<file path="config.mk">
export PLATFORM = sky130hd
export DESIGN_NAME = pc6001_kbd
export DESIGN_NICKNAME = d
export VERILOG_FILES = /design/src/rtl/pc6001_kbd_pkg.sv /design/src/rtl/pc6001_kbd_xlat.sv /design/src/rtl/pc6001_kbd.sv
export SDC_FILE = /design/constraint.sdc
export NUM_CORES = 1
export LEC_CHECK = 0
export BUFFER_PORTS_ARGS = -buffer_cell sky130_fd_sc_hd__buf_2
export CORE_MARGIN = 2
export CORE_UTILIZATION = 40
export CTS_CLUSTER_DIAMETER = 100
export CTS_CLUSTER_SIZE = 25
export DETAILED_ROUTE_END_ITERATION = 8
export SETUP_SLACK_MARGIN = 0.02
export SLEW_MARGIN = 0
export SYNTH_ARGS = -nofsm -noshare
export SYNTH_HDL_FRONTEND = slang
export SYNTH_SLANG_ARGS = --single-unit
export TNS_END_PERCENT = 100
</file>
<file path="constraint.sdc">
create_clock -name clk -period 7.8 [get_ports clk]
set_clock_uncertainty 0.05 [all_clocks]
set_input_delay 1.56 -clock clk [delete_from_list [all_inputs] [get_ports clk]]
set_output_delay 1.56 -clock clk [all_outputs]
set_load 0.1 [all_outputs]
</file>
<file path="src/rtl/pc6001_kbd_pkg.sv">
// Shared constants and types for the PC-6001 PS/2 keyboard receiver.
package pc6001_kbd_pkg;

  localparam logic [7:0] SC_LSHIFT = 8'h12;
  localparam logic [7:0] SC_RSHIFT = 8'h59;
  localparam logic [7:0] SC_CTRL   = 8'h14;
  localparam logic [7:0] SC_ALT    = 8'h11;

  // {kana_page, shift, ext, scancode}
  localparam int XLAT_AW = 11;

  typedef struct packed {
    logic       graph;
    logic [7:0] code;
  } kbd_entry_t;

endpackage

</file>
<file path="src/rtl/pc6001_kbd_xlat.sv">
// Set-2 scancode to PC-6001 key code ROM: synchronous read, registered output.
module pc6001_kbd_xlat
  import pc6001_kbd_pkg::*;
(
  input  logic               clk,
  input  logic [XLAT_AW-1:0] addr,
  output logic [7:0]         data
);

  // Constant table so the core builds without an external memory image.
  // Page 0: unshifted/shifted ASCII-style codes; page 1 (addr[10]): kana.
  function automatic logic [7:0] rom_word(input logic [XLAT_AW-1:0] a);
    logic       kana_pg;
    logic       shift;
    logic       ext;
    logic [7:0] code;
    logic       letter;
    logic [4:0] li;
    logic [7:0] w;
    kana_pg = a[10];
    shift   = a[9];
    ext     = a[8];
    code    = a[7:0];
    letter  = 1'b1;
    li      = 5'd0;
    w       = 8'h00;
    case (code)
      8'h1C: li = 5'd0;  8'h32: li = 5'd1;  8'h21: li = 5'd2;  8'h23: li = 5'd3;
      8'h24: li = 5'd4;  8'h2B: li = 5'd5;  8'h34: li = 5'd6;  8'h33: li = 5'd7;
      8'h43: li = 5'd8;  8'h3B: li = 5'd9;  8'h42: li = 5'd10; 8'h4B: li = 5'd11;
      8'h3A: li = 5'd12; 8'h31: li = 5'd13; 8'h44: li = 5'd14; 8'h4D: li = 5'd15;
      8'h15: li = 5'd16; 8'h2D: li = 5'd17; 8'h1B: li = 5'd18; 8'h2C: li = 5'd19;
      8'h3C: li = 5'd20; 8'h2A: li = 5'd21; 8'h1D: li = 5'd22; 8'h22: li = 5'd23;
      8'h35: li = 5'd24; 8'h1A: li = 5'd25;
      default: letter = 1'b0;
    endcase
    if (ext) begin
      case (code)
        8'h75:   w = 8'h1E;
        8'h72:   w = 8'h1F;
        8'h6B:   w = 8'h1D;
        8'h74:   w = 8'h1C;
        8'h5A:   w = 8'h0D;
        default: w = 8'h00;
      endcase
    end else if (letter) begin
      if (kana_pg)    w = 8'hB1 + {3'b000, li};
      else if (shift) w = 8'h61 + {3'b000, li};
      else            w = 8'h41 + {3'b000, li};
    end else begin
      case (code)
        8'h29:   w = 8'h20;
        8'h5A:   w = 8'h0D;
        8'h66:   w = 8'h08;
        default: w = 8'h00;
      endcase
    end
    return w;
  endfunction

  always_ff @(posedge clk) begin
    data <= rom_word(addr);
  end

endmodule

</file>
<file path="src/rtl/pc6001_kbd.sv">
// PS/2 key-event receiver: modifier tracking, scancode translation and a
// small key FIFO drained by the keyboard sub-CPU.
module pc6001_kbd
  import pc6001_kbd_pkg::*;
#(
  parameter int DEPTH = 8
) (
  input  logic        clk,
  input  logic        reset,
  input  logic [10:0] ps2_key,
  output logic        key_valid,
  output logic [7:0]  key_code,
  output logic        key_graph,
  input  logic        key_ack,
  output logic        mod_shift,
  output logic        mod_ctrl,
  output logic        mod_graph,
  output logic        kana_lock,
  output logic        overflow
);

  localparam int PW = $clog2(DEPTH);
  localparam int CW = PW + 1;

  logic       tog_q;
  logic       armed_q;
  logic       ev;
  logic       ev_make;
  logic       ev_ext;
  logic [7:0] ev_code;
  logic       is_lshift, is_rshift, is_ctrl, is_lalt, is_ralt, is_mod;
  logic       lshift_q, rshift_q;

  assign ev_make = ps2_key[9];
  assign ev_ext  = ps2_key[8];
  assign ev_code = ps2_key[7:0];
  // armed_q holds off detection for one cycle after reset so a toggle that
  // happened while in reset is absorbed rather than replayed.
  assign ev      = armed_q && (ps2_key[10] != tog_q);

  assign is_lshift = !ev_ext && (ev_code == SC_LSHIFT);
  assign is_rshift = !ev_ext && (ev_code == SC_RSHIFT);
  assign is_ctrl   = (ev_code == SC_CTRL);
  assign is_lalt   = !ev_ext && (ev_code == SC_ALT);
  assign is_ralt   = ev_ext && (ev_code == SC_ALT);
  assign is_mod    = is_lshift | is_rshift | is_ctrl | is_lalt | is_ralt;

  always_ff @(posedge clk) begin
    tog_q <= ps2_key[10];
    if (reset) begin
      armed_q   <= 1'b0;
      lshift_q  <= 1'b0;
      rshift_q  <= 1'b0;
      mod_ctrl  <= 1'b0;
      mod_graph <= 1'b0;
      kana_lock <= 1'b0;
    end else begin
      armed_q <= 1'b1;
      if (ev) begin
        if (is_lshift) lshift_q  <= ev_make;
        if (is_rshift) rshift_q  <= ev_make;
        if (is_ctrl)   mod_ctrl  <= ev_make;
        if (is_lalt)   mod_graph <= ev_make;
        if (is_ralt && ev_make) kana_lock <= ~kana_lock;
      end
    end
  end

  assign mod_shift = lshift_q | rshift_q;

  // Translation stage: ROM samples the address on the detect edge, and the
  // pipeline valid/graph bits travel alongside the ROM output register.
  logic [XLAT_AW-1:0] xlat_addr;
  logic [7:0]         rom_data;
  logic               p_valid;
  logic               p_graph;

  assign xlat_addr = kana_lock ? {1'b1, 1'b1, ev_ext, ev_code}
                               : {1'b0, mod_shift, ev_ext, ev_code};

  pc6001_kbd_xlat u_xlat (
    .clk  (clk),
    .addr (xlat_addr),
    .data (rom_data)
  );

  always_ff @(posedge clk) begin
    if (reset) begin
      p_valid <= 1'b0;
      p_graph <= 1'b0;
    end else begin
      p_valid <= ev && ev_make && !is_mod;
      p_graph <= mod_graph;
    end
  end

  // Sub-CPU handshake: key_valid is high whenever the FIFO holds an entry and
  // key_code/key_graph show the head; a one-cycle key_ack consumes the head
  // on that edge and the next entry (if any) is shown right after it. An ack
  // seen while key_valid is low has no effect.
  kbd_entry_t        mem [DEPTH];
  logic [PW-1:0]     wr_ptr, rd_ptr;
  logic [CW-1:0]     count;
  logic              push_req, push, pop, full;
  kbd_entry_t        head;

  assign full     = (count == CW'(DEPTH));
  assign pop      = key_ack && (count != '0) && !reset;
  assign push_req = p_valid && (rom_data != 8'h00) && !reset;
  assign push     = push_req && (!full || pop);

  always_ff @(posedge clk) begin
    if (push) mem[wr_ptr] <= '{graph: p_graph, code: rom_data};
  end

  always_ff @(posedge clk) begin
    if (reset) begin
      wr_ptr   <= '0;
      rd_ptr   <= '0;
      count    <= '0;
      overflow <= 1'b0;
    end else begin
      if (push) wr_ptr <= wr_ptr + PW'(1);
      if (pop)  rd_ptr <= rd_ptr + PW'(1);
      if (push && !pop)      count <= count + CW'(1);
      else if (pop && !push) count <= count - CW'(1);
      if (push_req && !push) overflow <= 1'b1;
    end
  end

  assign head      = mem[rd_ptr];
  assign key_valid = (count != '0);
  assign key_code  = key_valid ? head.code : 8'h00;
  assign key_graph = key_valid ? head.graph : 1'b0;

endmodule

</file>
==> out/summary.txt <==
Syn Inst Count: 379
Internal Pwr Total: 0.907 mW
Leakage Power: 1.91 nW
Final HPWL DP: 6.55 mm
input/output buffers: 28
CP max stage delay: 0.96 ns
worst hold path depth: 1
TritonCTS Buffers: 9
worst min-delay path startpoint: overflow
R2R depth: 13
setup_tns: 0 ns
Flop pwr share: 0.472
first-pass GRT wire length: 16.0 mm
area leader, netlist: edfxtp_1
FF-to-FF setup slack: 4.91 ns
vias in the first global route: 3024
Synth Flop Type: edfxtp_1
Hold Path Class: reg -> reg
die height: 114 um
largest net degree at the start of global routing: 33
clk sinks: 103
slew of the pin with the lowest slew margin: 1.02 ns
critical-path maximum fanout: 18
Post-DP Area: 5130 um^2
die width: 114 um
Post-CTS Hold Fix Bufs: 0
Setup crit end kind: output pin
Fillers: 1075
GRT Residual Overflow: 0
Max VDD drop: 95.3 uV
final WL: 9.74 mm
Syn Nets: 400
Cell Pwr Density: 231 nW/um^2
Final Hold Vio Count: 0
Comb pwr share: 0.163
sw frac: 0.279
Netlist cell types: 60
Ports: 29
Detail Route Antenna Nets: 0
Routability Congestion: 0.844
most frequent cell after synthesis: edfxtp_1
Finished Core Util: 0.455
worst hold path endpoint: overflow
post-DR wirelength/cell: 17.6 um
final-report setup violation count: 0
cell area after layout: 5440 um^2
total number of vias: 3049
Crit-path slowest cell: dfxtp_1
Final period util: 0.503
TritonCTS clock tree: yes
clock slew at reported path FFs: 0.07 ns
total track usage: 0.160
mux cell area share after synthesis: 0.110
Initial Util: 0.408
FF/Latch Area: 2780 um^2
R2R Path Start: u_xlat.data[1]
diode count: 0
NumNets Final: 422
Starting DRT DRC Count: 173
clock buffer depth: 2
min cycle time layout: 3.93 ns
Area Growth Syn to Fin: 11.5%
core area: 12000 um^2
H-tree depth: 3
achievable clock frequency: 0.255 GHz
XOR/XNOR share of the synthesized area: 0.0231
fraction of the mapped netlist area in simple logic gates: 0.174
iteration count of the initial detailed-routing pass: 4
Synthesis Warnings: 0
Row Count: 40
die area: 13100 um^2
Setup Crit Path Kind: reg -> out
final slew viol count: 0
EDFF count, synth: 72
main combinational cell family by area after synthesis: simple AND/OR/NAND/NOR gates
critical path cell sequence: mux4_2, mux2i_1, nor2_1, buf_2
async set-reset flop share out of synthesis: 0
Seq/Total Area, Yosys: 0.570
share of layout cells above drive strength 1: 0.200
Multi-input gate area: 1960 um^2
hold_ws: 0.431 ns
Yosys top cell area share: 0.443
clock root buffer: clkbuf_16
Arr. time, crit path: 2.32 ns
Post-synth top cells: edfxtp_1, nor2_1, dfxtp_1
RSZ-0062 raised after global routing: false
sw power: 0.351 mW
Worst-Skew Late Latency: 0.34 ns
synthesized cell area: 4880 um^2
post-cts resize count: 0
Synth area leaders: edfxtp_1, dfxtp_1, mux4_2
Avg Cell Area, Syn: 12.9 um^2
setup bufs post-CTS: 0
worst path required time: 6.19 ns
synthesis-stage register bit count: 103
status: complete, no violations
area fraction in compound gates after synthesis: 0.0749
Rel. slew slack: 0.315
DRC errors left: 0
Reg2Reg Capture Point: count[3]
vias per std cell: 5.51
CP startpoint kind: flip-flop
Max Cap Viol: 0
initial antenna violation count: 0
clock power share: 0.364
Post-Synth Adder-Cell Area: 0.0195
layer usage:
layer | global-route usage | share of wire | vias to the layer above
li1 | - | - | 1484
met1 | 0.223 | 0.46 | 1500
met2 | 0.257 | 0.49 | 61
met3 | 0.0259 | 0.036 | 4
met4 | 0.0504 | 0.0067 | 0
met5 | 0 | 0 | -
flip-flops by register name, indices dropped and copies added (netlist names), named ones only:
register	flops
rshift_q	1
tog_q	1
mod_graph	1
u_xlat.data	8
mem	72
lshift_q	1
wr_ptr	3
p_graph	1
armed_q	1
count	4
p_valid	1
kana_lock	1
mod_ctrl	1
overflow	1
rd_ptr	3
layout by cell type (no fill, tap or decap), types with 3 or more instances in the layout:
master and instances:
buf_4 4, and4b_1 3, nand2b_1 8, clkbuf_16 9
nor2b_1 9, nor2_1 35, dfxtp_1 31, nor4_1 5
inv_1 9, xnor2_1 5, mux2i_1 13, nor3b_1 9
a21oi_1 17, nand2_1 27, and3_1 4, nand3b_1 5
xor2_1 6, nor3_1 7, mux4_2 18, ha_1 6
edfxtp_1 72, nor4b_2 3, o21ai_0 6, nand3_1 13
nor4bb_1 3, buf_2 28
worst max-delay path by stage:
stage / start / endpoint / slack (ns) / cells after the start
detailed placement: reset / count[3] / 3.77 / 14
floorplan: flip-flop / key_code[6] / 3.66 / 5
global route: flip-flop / key_code[3] / 3.72 / 4
finish: flip-flop / key_code[3] / 3.87 / 4
CTS: flip-flop / key_code[0] / 3.83 / 4
global placement: reset / count[3] / 3.88 / 14
metrics by stage:
| step | setup slack (ns) | instances | total power, mW |
|---|---|---|---|
| final | 3.87 | 553 | 1.26 |
| after global routing | 3.72 | 553 | 1.31 |
| after CTS | 3.83 | 553 | 1.27 |
| after detailed placement | 3.77 | 537 | 0.815 |
| after global placement | 3.88 | 537 | 0.813 |
| after floorplan | 3.66 | 379 | 0.772 |
worst max-delay path: cells and delay by family, from the launching register on:
| kind | cells | cell delay (ns) |
|---|---|---|
| muxes | 2 | 0.46 |
| DFF | 1 | 0.96 |
| and+or+nand+nor | 1 | 0.11 |
| buffers and inverters | 1 | 0.43 |
power groups by stage:
stage / Sequential (mW) / Combinational [mW] / Clock (mW)
final: 0.594 / 0.206 / 0.458
after global routing: 0.596 / 0.223 / 0.489
after CTS: 0.595 / 0.208 / 0.469
after detailed placement: 0.607 / 0.208 / 0
after global placement: 0.607 / 0.206 / 0
after floorplan: 0.604 / 0.168 / 0
final cells by class:
| cell class | instances | area share |
|---|---|---|
| well taps | 147 | 0.0338 |
| inverters | 9 | 0.00621 |
| repair buffers | 32 | 0.0313 |
| flip-flops and latches | 103 | 0.511 |
| clock inverters | 7 | 0.0168 |
| clock buffers | 9 | 0.0414 |
| multi-input cells | 246 | 0.359 |
cell families after synthesis:
group,after synthesis
AO/OA/AOI/OAI,49
XOR/XNOR,12
adder cells (fa/ha/maj),7
buffers and inverters,30
flip-flops,103
multiplexers,31
AND/OR/NAND/NOR,147
Power figures use the tool's default switching activity.
